`src/rtl/block_loader_if.sv`:
```
// ---------------------------------------------------------------------------
// block_loader_if
// Bundles the pixel-in and block-out handshakes of block_loader.
//   pix_in    : pixel, raster order within an 8x8 block
//   pix_valid : pix_in is valid this cycle
//   pix_ready : loader accepts a pixel this cycle
//   blk_data  : assembled block, element (r,c) at [(r*8+c)*N +: N]
//   blk_valid : blk_data holds a complete block
//   blk_ready : consumer takes the block this cycle
//   blk_count : blocks handed off since reset (wraps at 2^16)
// slave  = the loader side, master = the producer/consumer side.
// ---------------------------------------------------------------------------
interface block_loader_if #(
    parameter int N    = 16,
    parameter int IN_W = 8
);
    logic [IN_W-1:0]   pix_in;
    logic              pix_valid;
    logic              pix_ready;
    logic [N*64-1:0]   blk_data;
    logic              blk_valid;
    logic              blk_ready;
    logic [15:0]       blk_count;

    modport slave (
        input  pix_in, pix_valid, blk_ready,
        output pix_ready, blk_data, blk_valid, blk_count
    );

    modport master (
        output pix_in, pix_valid, blk_ready,
        input  pix_ready, blk_data, blk_valid, blk_count
    );
endinterface

```
`src/rtl/block_loader.sv`:
```
// ---------------------------------------------------------------------------
// block_loader
// Collects raster-order pixels into 8x8 blocks using two ping/pong buffers,
// optionally level-shifting each pixel to signed, and presents a complete
// block as one flat N*64-bit word for the 2-D DCT.
// Ports:
//   clk : clock, rising edge
//   rst : asynchronous active-high reset (clears all state and buffers)
//   bus : block_loader_if.slave (pixel stream in, block handshake out)
// ---------------------------------------------------------------------------
module block_loader #(
    parameter int N           = 16,
    parameter int IN_W        = 8,
    parameter int LEVEL_SHIFT = 1
) (
    input  logic          clk,
    input  logic          rst,
    block_loader_if.slave bus
);

    // Offset removed from every pixel: 2^(IN_W-1) when level shifting.
    localparam logic [N-1:0] SHIFT_OFS =
        (LEVEL_SHIFT != 0) ? (N'(1) << (IN_W - 1)) : '0;

    logic [1:0]   full_q, full_d;
    logic         wr_sel_q, wr_sel_d;
    logic         rd_sel_q, rd_sel_d;
    logic [5:0]   wr_idx_q, wr_idx_d;
    logic [15:0]  blk_count_q, blk_count_d;

    logic [N-1:0] mem_q [2][64];

    logic         accept;
    logic         handoff;
    logic [N-1:0] pix_ext;
    logic [N*64-1:0] blk_data_w;

    assign accept  = bus.pix_valid && !full_q[wr_sel_q];
    assign handoff = full_q[rd_sel_q] && bus.blk_ready;

    // Zero-extend then subtract in N bits: since N > IN_W the result is the
    // correct two's-complement value of (p - offset).
    assign pix_ext = {{(N-IN_W){1'b0}}, bus.pix_in} - SHIFT_OFS;

    // Completion touches full[wr_sel] (which must be empty to accept) and
    // handoff touches full[rd_sel] (which must be full), so when both happen
    // in one cycle they always act on different buffers.
    always_comb begin
        full_d      = full_q;
        wr_sel_d    = wr_sel_q;
        rd_sel_d    = rd_sel_q;
        wr_idx_d    = wr_idx_q;
        blk_count_d = blk_count_q;
        if (accept) begin
            wr_idx_d = wr_idx_q + 6'd1;
            if (wr_idx_q == 6'd63) begin
                full_d[wr_sel_q] = 1'b1;
                wr_sel_d         = ~wr_sel_q;
            end
        end
        if (handoff) begin
            full_d[rd_sel_q] = 1'b0;
            rd_sel_d         = ~rd_sel_q;
            blk_count_d      = blk_count_q + 16'd1;
        end
    end

    always_ff @(posedge clk or posedge rst) begin
        if (rst) begin
            full_q      <= '0;
            wr_sel_q    <= 1'b0;
            rd_sel_q    <= 1'b0;
            wr_idx_q    <= '0;
            blk_count_q <= '0;
        end else begin
            full_q      <= full_d;
            wr_sel_q    <= wr_sel_d;
            rd_sel_q    <= rd_sel_d;
            wr_idx_q    <= wr_idx_d;
            blk_count_q <= blk_count_d;
        end
    end

    // One register per buffer element; buffers must clear on reset so the
    // storage is plain flops rather than block RAM.
    for (genvar gi = 0; gi < 128; gi++) begin : g_mem
        localparam int BUF = gi / 64;
        localparam int IDX = gi % 64;
        always_ff @(posedge clk or posedge rst) begin
            if (rst) begin
                mem_q[BUF][IDX] <= '0;
            end else if (accept && (wr_sel_q == BUF[0]) && (wr_idx_q == IDX[5:0])) begin
                mem_q[BUF][IDX] <= pix_ext;
            end
        end
    end

    for (genvar gi = 0; gi < 64; gi++) begin : g_out
        assign blk_data_w[gi*N +: N] = mem_q[rd_sel_q][gi];
    end

    assign bus.pix_ready = !full_q[wr_sel_q];
    assign bus.blk_valid = full_q[rd_sel_q];
    assign bus.blk_data  = blk_data_w;
    assign bus.blk_count = blk_count_q;

endmodule
```
`src/flat_wrapper.sv`:
```
// flat-port wrapper written by rule: the top's interface ports become plain ports
module block_loader_flat 
#(
    parameter int N           = 16,
    parameter int IN_W        = 8,
    parameter int LEVEL_SHIFT = 1
)
  (clk, rst, bus_pix_in, bus_pix_valid, bus_blk_ready, bus_pix_ready, bus_blk_data, bus_blk_valid, bus_blk_count);
  block_loader_if #(.N(N), .IN_W(IN_W)) bus_i ();
  input  logic clk;
  input  logic rst;
  input wire logic [$bits(bus_i.pix_in)-1:0] bus_pix_in;
  input wire logic [$bits(bus_i.pix_valid)-1:0] bus_pix_valid;
  input wire logic [$bits(bus_i.blk_ready)-1:0] bus_blk_ready;
  output wire logic [$bits(bus_i.pix_ready)-1:0] bus_pix_ready;
  output wire logic [$bits(bus_i.blk_data)-1:0] bus_blk_data;
  output wire logic [$bits(bus_i.blk_valid)-1:0] bus_blk_valid;
  output wire logic [$bits(bus_i.blk_count)-1:0] bus_blk_count;
  assign bus_i.pix_in = bus_pix_in;
  assign bus_i.pix_valid = bus_pix_valid;
  assign bus_i.blk_ready = bus_blk_ready;
  assign bus_pix_ready = bus_i.pix_ready;
  assign bus_blk_data = bus_i.blk_data;
  assign bus_blk_valid = bus_i.blk_valid;
  assign bus_blk_count = bus_i.blk_count;
  block_loader #(.N(N), .IN_W(IN_W), .LEVEL_SHIFT(LEVEL_SHIFT)) u_core (.clk(clk), .rst(rst), .bus(bus_i));
endmodule
```
`config.mk`:
```
export PLATFORM = sky130hd
export DESIGN_NAME = block_loader_flat
export DESIGN_NICKNAME = d
export VERILOG_FILES = /design/src/rtl/block_loader_if.sv /design/src/rtl/block_loader.sv /design/src/flat_wrapper.sv
export SDC_FILE = /design/constraint.sdc
export NUM_CORES = 2
export LEC_CHECK = 0
export ABC_AREA = 1
export CORE_AREA = 4 4 403 405
export DETAILED_ROUTE_END_ITERATION = 10
export DIE_AREA = 0 0 407 409
export GPL_TIMING_DRIVEN = 0
export SETUP_SLACK_MARGIN = 0.15
export SYNTH_ARGS = -nofsm -noshare
export SYNTH_HDL_FRONTEND = slang
export SYNTH_SLANG_ARGS = --single-unit
export TNS_END_PERCENT = 50
```
`constraint.sdc`:
```
create_clock -name clk -period 35.7 [get_ports clk]
set_input_delay 7.14 -clock clk [delete_from_list [all_inputs] [get_ports clk]]
set_output_delay 7.14 -clock clk [all_outputs]
set_load 0.01 [all_outputs]
```
=== Yosys cells after proc, flatten, opt, wreduce, memory -nomap -nowiden ===
Index checks and enable logic that the tools add are counted.

* Flip-flop bits (word level): 2074
* Bits in latches: 0
* RAM bits: 0
* Memory bits (read-only): 0
* Input bits: 12
* Output and inout port bits: 1042
* Word-level logic and storage cells: 361
* Memories: 0

* Add/sub/neg operators: 3
* $mul: 0
* Divide/modulo/power cells: 0
* Order comparisons: 5
* Equality and inequality tests: 63
* Shift operators: 0
* Muxes and demuxes: 14
* Bitwise gates (word level): 6
* Reductions and logical operators: 137

{| class="wikitable"
|+ Operators with widths
! cell !! count
|-
| $mux 1024 || 3
|-
| $eq 6x6->1 const B || 32
|-
| $logic_and 1x1->1 || 134
|-
| $eq 6x5->1 const B || 16
|-
| $eq 6x4->1 const B || 8
|-
| $eq 6x3->1 const B || 4
|-
| $add 16x1->16 const B || 1
|-
| $eq 6x2->1 const B || 2
|-
| $sub 8x8->9 const B || 1
|-
| $add 6x1->6 const B || 1
|-
| $eq 6x1->1 const B || 1
|-
| $logic_not 6->1 || 1
|-
| $mux 1 || 6
|-
| $mux 2 || 3
|-
| $lt 1x2->1 const B || 2
|-
| $and 2x2->2 || 1
|-
| $demux 1 s1 || 2
|-
| $ge 1x1->1 const B || 2
|-
| $ge 2x2->1 const B || 1
|-
| $not 1->1 || 2
|-
| $not 1->2 || 1
|-
| $not 2->2 || 1
|-
| $or 2x2->2 || 1
|-
| $reduce_and 2->1 || 1
|-
| $logic_not 1->1 || 1
|}

=== Longest topological paths before layout ===
* Depth in word-level cells: 9
* Gate-level depth with buffers: 9

=== Least setup slack after synthesis ===
Ideal clock, no wire load.

* Kind: reg2out
* Start point: reg u_core.rd_sel_q
* End point: out bus_blk_data[584]
* Data arrival time: 1.693 ns
* Required time: 28.560 ns
* Path slack: 26.867 ns
* Stages on the path, launching flop included: 8
* Buffers on the path: 4
* Cell sequence: dfrtp_1 inv_1 clkbuf_1 clkbuf_1 clkbuf_1 nand2_1 nand2_1 buf_4

* Longest elaborated chain between the ends: 4

{| class="wikitable"
|+ RTL lines
! element !! line !! text
|-
| start: declaration || block_loader.sv:27 || <nowiki>logic rd_sel_q, rd_sel_d;</nowiki>
|-
| start signal: assignment || block_loader.sv:78 || <nowiki>rd_sel_q <= rd_sel_d;</nowiki>
|-
| $not 1->2 (implied by the code) || block_loader.sv:99 || <nowiki>assign blk_data_w[gi*N +: N] = mem_q[rd_sel_q][gi];</nowiki>
|-
| $mux 1024 (3 in series) || -- ||
|-
| end: declaration || flat_wrapper.sv:16 || <nowiki>output wire logic [$bits(bus_i.blk_data)-1:0] bus_blk_data;</nowiki>
|}

No other way between the ends. The select of a mux whose other input is x is not followed.

=== Worst setup path in the final report ===
* Start point: reg u_core.rd_sel_q
* End point: out bus_blk_data[585]

Same word-level chain as after synthesis.

==> flow_metrics.env <==
export IMPL_outcome="finished with violations"
export IMPL_violations="capacitance limit, slew limit"
export IMPL_worstSkewPairLatency_ps=750
export IMPL_min_period_ps=12140
export IMPL_cts_resized=0
export IMPL_holdPathStages=2
export IMPL_postRouteAntennaNets=0
export IMPL_synthTopCellsByArea="dfrtp_1 53%, nand2_1 25%, buf_4 7.7%"
export IMPL_clockBufferDepth=3
export IMPL_r2r_end="u_core.mem_q[1584]"
export IMPL_synth_top_area_share_pct=52.6
export IMPL_core_um2=158000
export IMPL_grt_usage_pct=30.9
export IMPL_placed_cell_area_um2=63700
export IMPL_dieArea_um2=166000
export IMPL_drc=0
export IMPL_fp_dieW_um=407
export IMPL_grt_pass1_vias=47300
export IMPL_p_leak_uw=0.0337
export IMPL_mostFrequentLayoutCell="nand2_1"
export IMPL_gp_congestion=0.960
export IMPL_cts_inserted_buffers=113
export IMPL_dp_slack_ps=24540
export IMPL_setup_viol=0
export IMPL_stdcell_area_um2=67400
export IMPL_drive_gt1_share_pct=11.1
export IMPL_vias_per_cell=5.19
export IMPL_rows=146
export IMPL_cp_arrival_ps=5000
export IMPL_tns_ps=0
export IMPL_power_density_nw_per_um2=69.3
export IMPL_portBuffers=1052
export IMPL_endpoint="bus_blk_data[585]"
export IMPL_drt_initial_drc_count=7376
export IMPL_start_util_pct=31.5
export IMPL_worst_pin_slew_ps=1700
export IMPL_startpoint_type="register"
export IMPL_finalCritPeriodShare_pct=34.0
export IMPL_crit_start="u_core.rd_sel_q"
export IMPL_avgSynthCellArea_um2=7.81
export IMPL_nets=7611
export IMPL_peakVddDrop_v=0.0000470
export IMPL_slew_headroom_pct=-13.4
export IMPL_grt_max_degree=43
export IMPL_max_freq_mhz=82.4
export IMPL_syn_area_um2=50000
export IMPL_cap_violations=10
export IMPL_clkSinkCount=1050
export IMPL_synth_edf_count=0
export IMPL_netlist_instances=6394
export IMPL_hp_class="reg2reg"
export IMPL_grt_first_pass_wirelength_um=364000
export IMPL_vias=50700
export IMPL_path_class="reg2out"
export IMPL_postCtsHoldBufs=0
export IMPL_synth_seq_cells=1050
export IMPL_synth_flop_cell="dfrtp_1"
export IMPL_cts_tree="done"
export IMPL_post_place_cells=9550
export IMPL_layoutNonFillerInstCount=9756
export IMPL_hold_violations=0
export IMPL_grt_overflow=0
export IMPL_crit_required_ps=28560
export IMPL_fin_skew_ps=35.0
export IMPL_dr_pass1_iters=7
export IMPL_die_h_um=409
export IMPL_clkTransAtPathRegs_ps=60
export IMPL_cts_root_buf="clkbuf_16"
export IMPL_antenna_found_initial=29
export IMPL_synth_largest_area_cell="dfrtp_1"
export IMPL_critPathCaptureType="output pin"
export IMPL_fin_ws_ps=23560
export IMPL_area_growth_pct=35.0
export IMPL_ff2ff_setup_slack_ps=32250
export IMPL_wl_per_cell_um=27.3
export IMPL_post_cts_setup_buffer_count=0
export IMPL_routed_wl_um=266000
export IMPL_h_tree_depth=3
export IMPL_ios=1054
export IMPL_ys_seq_area_share_pct=52.6
export IMPL_ff2ff_path_depth=8
export IMPL_crit_fanout=10
export IMPL_yosysWarnings=0
export IMPL_rsz0062_at_grt="false"
export IMPL_hp_start="u_core.mem_q[1172]"
export IMPL_layout_common_cells="3272 x nand2_1, 1052 x clkdlybuf4s50_1, 1050 x dfrtp_1"
export IMPL_synth_nets=6411
export IMPL_async_reset_ff_share_pct=100
export IMPL_drv_slew=87
export IMPL_dp_hpwl_um=199000
export IMPL_synthDistinctLibCells=25
export IMPL_r2r_start="u_core.wr_sel_q"
==> Yosys cell counts (7+ instances only) <==
cell type and number:
inv_1 28, buf_2 61, clkbuf_1 283, nor2_2 61, buf_4 512, nand3_1 533
nand2_1 3272, clkinv_1 7, buf_1 13, dfrtp_1 1050, o21ai_0 518, nor2_1 24
==> worst min-delay path by stage <==
| stage | to |
|---|---|
| CTS | u_core.mem_q[1326] |
| finish | u_core.mem_q[1172] |
| global placement | u_core.mem_q[1398] |
| detailed placement | u_core.mem_q[1326] |
| floorplan | u_core.mem_q[1024] |
| global route | u_core.mem_q[1870] |
==> where the power goes <==
| part | internal, uW | leakage, uW | switching [uW] |
|---|---|---|---|
| Combinational | 739 | 0.0174 | 1260 |
| Sequential | 1370 | 0.0144 | 111 |
| Clock | 686 | 0.00182 | 517 |
==> metal layers <==
| metal | part of all wire, % | track usage [%] |
|---|---|---|
| met1 | 36 | 37.7 |
| met2 | 44 | 47.8 |
| met3 | 13 | 10.6 |
| met4 | 6.6 | 17.3 |
| met5 | 0.068 | 0 |
==> area by class of cell <==
class,count,area [um^2]
sequential,1050,26300
inverter,36,139
timing repair buffer,1085,11200
fill,16100,90900
clock buffer,164,3290
multi-input combinational,4436,18300
tap,2072,2590
clock inverter,33,403
buffer,872,5290
antenna,8,20.0
==> worst max-delay path: stages (launching register included) <==
cell and delay (ps):
dfrtp_1 380, inv_1 70, clkbuf_1 770, clkbuf_1 570
clkbuf_1 1050, nand2_1 140, nand2_1 520, buf_4 210
clkdlybuf4s50_1 520
==> kinds of logic after synthesis <==
family,synth area share [%]
compound gates,5.22
xor+xnor,0.175
buf+inv,10.9
flops,52.6
fa+ha+maj,0.125
simple gates,31.0
==> stage by stage <==
stage	total power, uW	hold slack, ps	utilization, %
finish	4680	470	42.6
global route	4820	485	42.6
CTS	4640	473	42.6
detailed placement	3450	458	40.2
global placement	3440	454	39.8
floorplan	2330	442	-
==> state kept, by name (all words and copies together), names as in the netlist <==
register              count
u_core.bus.blk_count     16
u_core.mem_q           1024
u_core.rd_sel_q           1
u_core.wr_sel_q           1
u_core.wr_idx_q           6
u_core.full_q             2
Note: power is estimated with default switching activity, not from simulation.
